## config.mk

```make
export PLATFORM = sky130hd
export DESIGN_NAME = led_seq_ctrl_flat
export DESIGN_NICKNAME = d
export VERILOG_FILES = /design/src/rtl/led_seq_ctrl_if.sv /design/src/rtl/led_seq_ctrl.sv /design/src/flat_wrapper.sv
export SDC_FILE = /design/constraint.sdc
export NUM_CORES = 1
export LEC_CHECK = 0
export ABC_CLOCK_PERIOD_IN_PS = 3400
export CORE_MARGIN = 2
export CORE_UTILIZATION = 45
export DETAILED_ROUTE_END_ITERATION = 16
export PLACE_DENSITY = 0.66
export SLEW_MARGIN = 20
export SYNTH_ARGS = -nofsm -noshare
export SYNTH_HDL_FRONTEND = slang
export SYNTH_SLANG_ARGS = --single-unit
```

## constraint.sdc

```tcl
create_clock -name clk -period 3.4 [get_ports clk]
set_clock_uncertainty 0.1 [all_clocks]
set_input_delay 0.34 -clock clk [delete_from_list [all_inputs] [get_ports clk]]
set_output_delay 0.34 -clock clk [all_outputs]
set_load 0.02 [all_outputs]
```

## src/rtl/led_seq_ctrl_if.sv

```systemverilog
// Pushbutton inputs and LED/status outputs of the LED sequencer, bundled as one port.
// Latency: none (pure wiring).
// Backpressure: none; buttons are free-running levels, outputs are always valid.
//
// Signals:
//   btn_mode_n  - raw mode pushbutton, active-low, asynchronous
//   btn_speed_n - raw speed pushbutton, active-low, asynchronous
//   led[2:0]    - LED drive, active-high (led[0]=LED1)
//   mode[1:0]   - current mode code
//   speed[1:0]  - current speed code
interface led_seq_ctrl_if;
    logic       btn_mode_n;
    logic       btn_speed_n;
    logic [2:0] led;
    logic [1:0] mode;
    logic [1:0] speed;

    // master drives the buttons and watches the LEDs; slave is the controller
    modport master (
        output btn_mode_n,
        output btn_speed_n,
        input  led,
        input  mode,
        input  speed
    );

    modport slave (
        input  btn_mode_n,
        input  btn_speed_n,
        output led,
        output mode,
        output speed
    );
endinterface

```

## src/rtl/led_seq_ctrl.sv

```systemverilog
// LED sequencer: debounced mode/speed buttons drive a chase/blink pattern on 3 LEDs.
// Latency: button edge -> press pulse after 2 sync + DEB_CYCLES cycles; press/tick -> outputs next cycle.
// Backpressure: none; a press pulse is consumed in the cycle it occurs.
//
// Ports:
//   clk - system clock, all state on rising edge
//   rst - synchronous active-high reset
//   bus - led_seq_ctrl_if.slave: btn_mode_n/btn_speed_n in, led/mode/speed out (all registered)
module led_seq_ctrl #(
    parameter int unsigned TICK_DIV   = 25000000,
    parameter int unsigned DEB_CYCLES = 1000000
) (
    input  logic          clk,
    input  logic          rst,
    led_seq_ctrl_if.slave bus
);

    localparam int unsigned PW = $clog2(TICK_DIV);
    localparam int unsigned DW = $clog2(DEB_CYCLES);
    localparam logic [DW-1:0] DEB_LAST = DW'(DEB_CYCLES - 1);
    localparam logic [31:0]   TICK_W   = 32'(TICK_DIV);

    typedef enum logic [1:0] {
        CHASE_FWD = 2'd0,
        CHASE_REV = 2'd1,
        BLINK_ALL = 2'd2,
        OFF       = 2'd3
    } mode_t;

    // ------------------------------------------------------------------
    // Button conditioning; index 0 = mode button, index 1 = speed button
    // ------------------------------------------------------------------
    logic [1:0]    w_raw;
    logic [1:0]    r_sync1;
    logic [1:0]    r_sync2;
    logic [1:0]    r_db;
    logic [1:0]    r_arm;
    logic [DW-1:0] r_cnt [2];
    logic [1:0]    w_cnt_done;
    logic [1:0]    w_press;

    assign w_raw = {bus.btn_speed_n, bus.btn_mode_n};

    always_comb begin
        for (int i = 0; i < 2; i++) begin
            w_cnt_done[i] = (r_cnt[i] == DEB_LAST);
            // press fires on the cycle the debounced level is about to fall
            w_press[i]    = r_arm[i] & r_db[i] & ~r_sync2[i] & w_cnt_done[i];
        end
    end

    always_ff @(posedge clk) begin
        if (rst) begin
            r_sync1 <= 2'b11;
            r_sync2 <= 2'b11;
            r_db    <= 2'b11;
            r_arm   <= 2'b00;
            for (int i = 0; i < 2; i++) begin
                r_cnt[i] <= '0;
            end
        end else begin
            r_sync1 <= w_raw;
            r_sync2 <= r_sync1;
            for (int i = 0; i < 2; i++) begin
                if (!r_arm[i]) begin
                    // After reset a button must be seen released for DEB_CYCLES
                    // before presses count, so a button held through reset is
                    // not mistaken for a new press. Both sync stages must be
                    // high so the reset-loaded 1s cannot arm it.
                    if (!(r_sync1[i] & r_sync2[i])) begin
                        r_cnt[i] <= '0;
                    end else if (w_cnt_done[i]) begin
                        r_cnt[i] <= '0;
                        r_arm[i] <= 1'b1;
                    end else begin
                        r_cnt[i] <= r_cnt[i] + DW'(1);
                    end
                end else if (r_sync2[i] != r_db[i]) begin
                    if (w_cnt_done[i]) begin
                        r_cnt[i] <= '0;
                        r_db[i]  <= r_sync2[i];
                    end else begin
                        r_cnt[i] <= r_cnt[i] + DW'(1);
                    end
                end else begin
                    r_cnt[i] <= '0;
                end
            end
        end
    end

    // ------------------------------------------------------------------
    // Prescaler and pattern state
    // ------------------------------------------------------------------
    mode_t         r_mode;
    mode_t         w_mode_nxt;
    logic [1:0]    r_speed;
    logic [1:0]    r_pos;
    logic [1:0]    w_pos_nxt;
    logic          r_phase;
    logic          w_phase_nxt;
    logic [PW-1:0] r_presc;
    logic [2:0]    r_led;
    logic [2:0]    w_led_nxt;
    logic [31:0]   w_period;
    logic          w_any_press;
    logic          w_last;
    logic          w_tick;

    assign w_period    = TICK_W >> r_speed;
    assign w_any_press = w_press[0] | w_press[1];
    assign w_last      = (32'(r_presc) == (w_period - 32'd1));
    // a press restarts the step period, so it also swallows a coincident tick
    assign w_tick      = w_last & ~w_any_press;

    always_comb begin
        w_mode_nxt  = r_mode;
        w_pos_nxt   = r_pos;
        w_phase_nxt = r_phase;
        w_led_nxt   = 3'b000;

        if (w_press[0]) begin
            case (r_mode)
                CHASE_FWD: begin
                    w_mode_nxt = CHASE_REV;
                    w_pos_nxt  = 2'd2;
                end
                CHASE_REV: begin
                    w_mode_nxt  = BLINK_ALL;
                    w_phase_nxt = 1'b1;
                end
                BLINK_ALL: begin
                    w_mode_nxt = OFF;
                end
                default: begin
                    w_mode_nxt = CHASE_FWD;
                    w_pos_nxt  = 2'd0;
                end
            endcase
        end else if (w_tick) begin
            case (r_mode)
                CHASE_FWD: w_pos_nxt   = (r_pos == 2'd2) ? 2'd0 : r_pos + 2'd1;
                CHASE_REV: w_pos_nxt   = (r_pos == 2'd0) ? 2'd2 : r_pos - 2'd1;
                BLINK_ALL: w_phase_nxt = ~r_phase;
                default:   ;  // OFF ignores ticks
            endcase
        end

        case (w_mode_nxt)
            CHASE_FWD,
            CHASE_REV: w_led_nxt = 3'(3'b001 << w_pos_nxt);
            BLINK_ALL: w_led_nxt = {3{w_phase_nxt}};
            default:   w_led_nxt = 3'b000;
        endcase
    end

    always_ff @(posedge clk) begin
        if (rst) begin
            r_mode  <= CHASE_FWD;
            r_speed <= 2'd0;
            r_pos   <= 2'd0;
            r_phase <= 1'b1;
            r_presc <= '0;
            r_led   <= 3'b001;
        end else begin
            r_mode  <= w_mode_nxt;
            r_pos   <= w_pos_nxt;
            r_phase <= w_phase_nxt;
            r_led   <= w_led_nxt;
            if (w_press[1]) begin
                r_speed <= r_speed + 2'd1;
            end
            if (w_any_press || w_last) begin
                r_presc <= '0;
            end else begin
                r_presc <= r_presc + PW'(1);
            end
        end
    end

    assign bus.led   = r_led;
    assign bus.mode  = r_mode;
    assign bus.speed = r_speed;

endmodule

```

## src/flat_wrapper.sv

```systemverilog
// flat-port wrapper written by rule: the top's interface ports become plain ports
module led_seq_ctrl_flat 
#(
    parameter int unsigned TICK_DIV   = 25000000,
    parameter int unsigned DEB_CYCLES = 1000000
)
  (clk, rst, bus_btn_mode_n, bus_btn_speed_n, bus_led, bus_mode, bus_speed);
  led_seq_ctrl_if bus_i ();
  input  logic clk;
  input  logic rst;
  input wire logic [$bits(bus_i.btn_mode_n)-1:0] bus_btn_mode_n;
  input wire logic [$bits(bus_i.btn_speed_n)-1:0] bus_btn_speed_n;
  output wire logic [$bits(bus_i.led)-1:0] bus_led;
  output wire logic [$bits(bus_i.mode)-1:0] bus_mode;
  output wire logic [$bits(bus_i.speed)-1:0] bus_speed;
  assign bus_i.btn_mode_n = bus_btn_mode_n;
  assign bus_i.btn_speed_n = bus_btn_speed_n;
  assign bus_led = bus_i.led;
  assign bus_mode = bus_i.mode;
  assign bus_speed = bus_i.speed;
  led_seq_ctrl #(.TICK_DIV(TICK_DIV), .DEB_CYCLES(DEB_CYCLES)) u_core (.clk(clk), .rst(rst), .bus(bus_i));
endmodule
```

==> results.yml <==
clock_network:
  cts_buffer_depth: 2
  cts_sinks: 83
  postCtsSetupBuffers: 0
  path_clk_slew_ns: 0.08
  hold_buffers: 0
  cts_tree: "yes"
  ctsResizeCount: 0
  cts_made_buffers: 9
  clk_latency_ns: 0.36
  cts_root_buf: "clkbuf_8"
  htreeDepth: 3
synth:
  synthSimpleGateAreaFrac_pct: 27.0
  synth-seq-cells: 83
  synth.area.mux_share_pct: 1.33
  synth.yosys.warnings: 0
  yosys-top-cells-area: "edfxtp_1 (27%), dfxtp_1 (19%), xor2_1 (7.2%)"
  synth_top_flop_cell: "dfxtp_1"
  synth.distinct_cells: 69
  synth_compound_gate_area_share_pct: 7.36
  yosysSeqAreaShare_pct: 45.8
  synth_top_area_share_pct: 26.7
  synth_area_um2: 4510
  syn_area_per_cell_um2: 9.79
  synth_edf_count: 40
  synthArstFlopShare_pct: 0
  synthCells: 460
  synth_largest_area_cell: "edfxtp_1"
  synthXorXnorAreaFrac_pct: 11.3
  synth_top_family_by_area: "simple AND/OR/NAND/NOR gates"
  synthAdderAreaFrac_pct: 4.44
worst_setup_path:
  crit_path_max_fanout: 6
  critPathRequiredTime_ns: 3.55
  critPathCaptureType: "register"
  path_class: "reg -> reg"
  startpoint_type: "register"
  critPathArrivalTime_ns: 3.03
worst_hold_path:
  hp-class: "reg -> reg"
finish:
  multi_input_area_um2: 2460
  drive_gt1_share_pct: 8.74
  nNetsFinal: 530
  fillCellCount: 913
  n_antenna_cell: 0
  area.growth.synth_to_final_pct: 12.7
  final_area_um2: 5080
  seq_area_um2: 2060
power:
  p_leak_nw: 1.91
  p_per_area_nw_per_um2: 385
  irDropWorstVdd_mv: 0.287
outcome:
  status: "finished clean"
die:
  core_um2: 9730
  io_pins: 11
  die_x_um: 104
  design.die.area_um2: 10800
  start_util_pct: 46.3
  dieHeight_um: 104
  rows: 36
global_route:
  grt.overflow.total: 0
  grt_usage_pct: 16.6
  antenna_found_initial: 0
  first_global_vias: 3282
  grt_pass1_wl_um: 14800
  grt_max_degree: 26
timing:
  setup_viol: 0
  worst_pin_slew_ns: 0.620
  max_freq_ghz: 0.348
  final.period_utilization_pct: 84.5
  rsz0062_at_grt: "no"
  hold_viol: 0
  max-slew-margin-rel_pct: 58.7
  slew_viol_final: 0
  post-route-min-period_ns: 2.87
  setup_tns_ns: 0
placement:
  dpl_cell_area_um2: 4870
  place.gp.congestion: 0.828
  dp_hpwl_um: 6160
  port_buffers: 10
job:
  cap_violations: 0
drt:
  post_drt_wl_per_cell_um: 12.8
  vias: 3271
  drc: 0
  antenna_left: 0
  firstDrtPassIters: 4
  drt_iter0_markers: 130
  routed_wirelength_um: 8280
  vias_per_cell: 5.05
[flip-flops by register name, summed over array words and instances (netlist names)]
| register | count |
|---|---|
| u_core.r_arm | 2 |
| u_core.r_sync1 | 2 |
| u_core.bus.speed | 2 |
| u_core.bus.mode | 2 |
| u_core.r_pos | 2 |
| u_core.r_cnt | 40 |
| u_core.r_presc | 25 |
| u_core.r_sync2 | 2 |
| u_core.r_db | 2 |
| u_core.bus.led | 3 |
| u_core.r_phase | 1 |
[report_power, final]
part / switching (W) / internal, W
Sequential: 0.0000375 / 0.00109
Combinational: 0.0000518 / 0.0000396
Clock: 0.000355 / 0.000386
[final cells by class]
type                            instances  share of cell area [%]
Clock buffer                           12                    3.11
Sequential cell                        83                    40.6
Inverter                               15                    1.11
Multi-Input combinational cell        388                    48.6
Clock inverter                          4                   0.912
Timing Repair Buffer                   13                    2.42
Tap cell                              133                    3.28
[critical path, stage by stage (launching register included)]
cell,delay (ns)
dfxtp_1,0.37
inv_1,0.15
ha_1,0.17
inv_1,0.05
or4_2,0.67
a2111oi_0,0.53
nand4_1,0.18
mux2i_1,0.17
a21o_1,0.17
a31o_2,0.20
[layout by cell type, fill, tap and decap left out, types with 3 or more instances in the layout]
cell type        netlist  layout
a21oi_1               10      10
and2_1                 5       5
and3_1                18      18
and4_1                 3       3
buf_4                  1       3
clkbuf_8               0       9
clkdlybuf4s50_1        0      10
conb_1                 1      40
dfxtp_1               43      43
edfxtp_1              40      40
ha_1                  16      16
inv_1                 15      15
mux2i_1                6       6
nand2_1               30      30
nand3_1               26      26
nand3b_1               5       5
nand4_1                9       9
nand4b_1               3       3
nor2_1                80      80
nor3_1                 5       5
nor4_1                 5       5
o21a_1                 3       3
o21ai_0                6       6
or2_2                  5       5
or3_1                  6       6
xnor2_1               21      21
xor2_1                37      37
[worst paths after layout]
check                 startpoint                 to  slack [ns]  depth (start not counted)
max          u_core.bus.speed[0]  u_core.bus.led[0]        0.53                          9
min            u_core.r_presc[0]  u_core.r_presc[0]        0.37                          1
max reg2reg  u_core.bus.speed[0]  u_core.bus.led[0]        0.53                          9
min reg2reg    u_core.r_presc[0]  u_core.r_presc[0]        0.37                          1
[routing by layer]
layer / part of all wire, % / vias up / track usage [%]
met4: 1.8 / 0 / 7.24
met1: 47 / 1558 / 20.3
met2: 49 / 29 / 27.6
met5: 0 / - / 0
met3: 2.0 / 13 / 4.45
li1: - / 1671 / -
[Yosys cell counts (9+ instances only)]
| library cell | instances |
|---|---|
| nor2_1 | 80 |
| dfxtp_1 | 43 |
| edfxtp_1 | 40 |
| xor2_1 | 37 |
| nand2_1 | 30 |
| nand3_1 | 26 |
| xnor2_1 | 21 |
| and3_1 | 18 |
| ha_1 | 16 |
| inv_1 | 15 |
| a21oi_1 | 10 |
| nand4_1 | 9 |
[through the flow]
step                worst slack [ns]  std cells  util [%]  hold slack [ns]  total power [W]
floorplan                      0.723        499         -            0.326          0.00121
global placement               0.688        632      50.1            0.338          0.00123
detailed placement             0.573        632      50.1            0.359          0.00124
CTS                            0.544        648      52.2            0.377          0.00199
global route                   0.356        648      52.2            0.398          0.00205
finish                         0.527        648      52.2            0.365          0.00196
[cells by family (layout without fill, tap and decap cells)]
kind of cell / Yosys count / in the layout
other: 1 / 40
muxes: 6 / 6
adders and majority gates: 16 / 16
xor gates and xnor gates: 58 / 58
DFF: 83 / 83
and+or+nand+nor: 228 / 228
buffers and inverters: 28 / 44
AOI/OAI and AO/OA: 40 / 40
No activity file was read; power rests on OpenSTA's default activity.
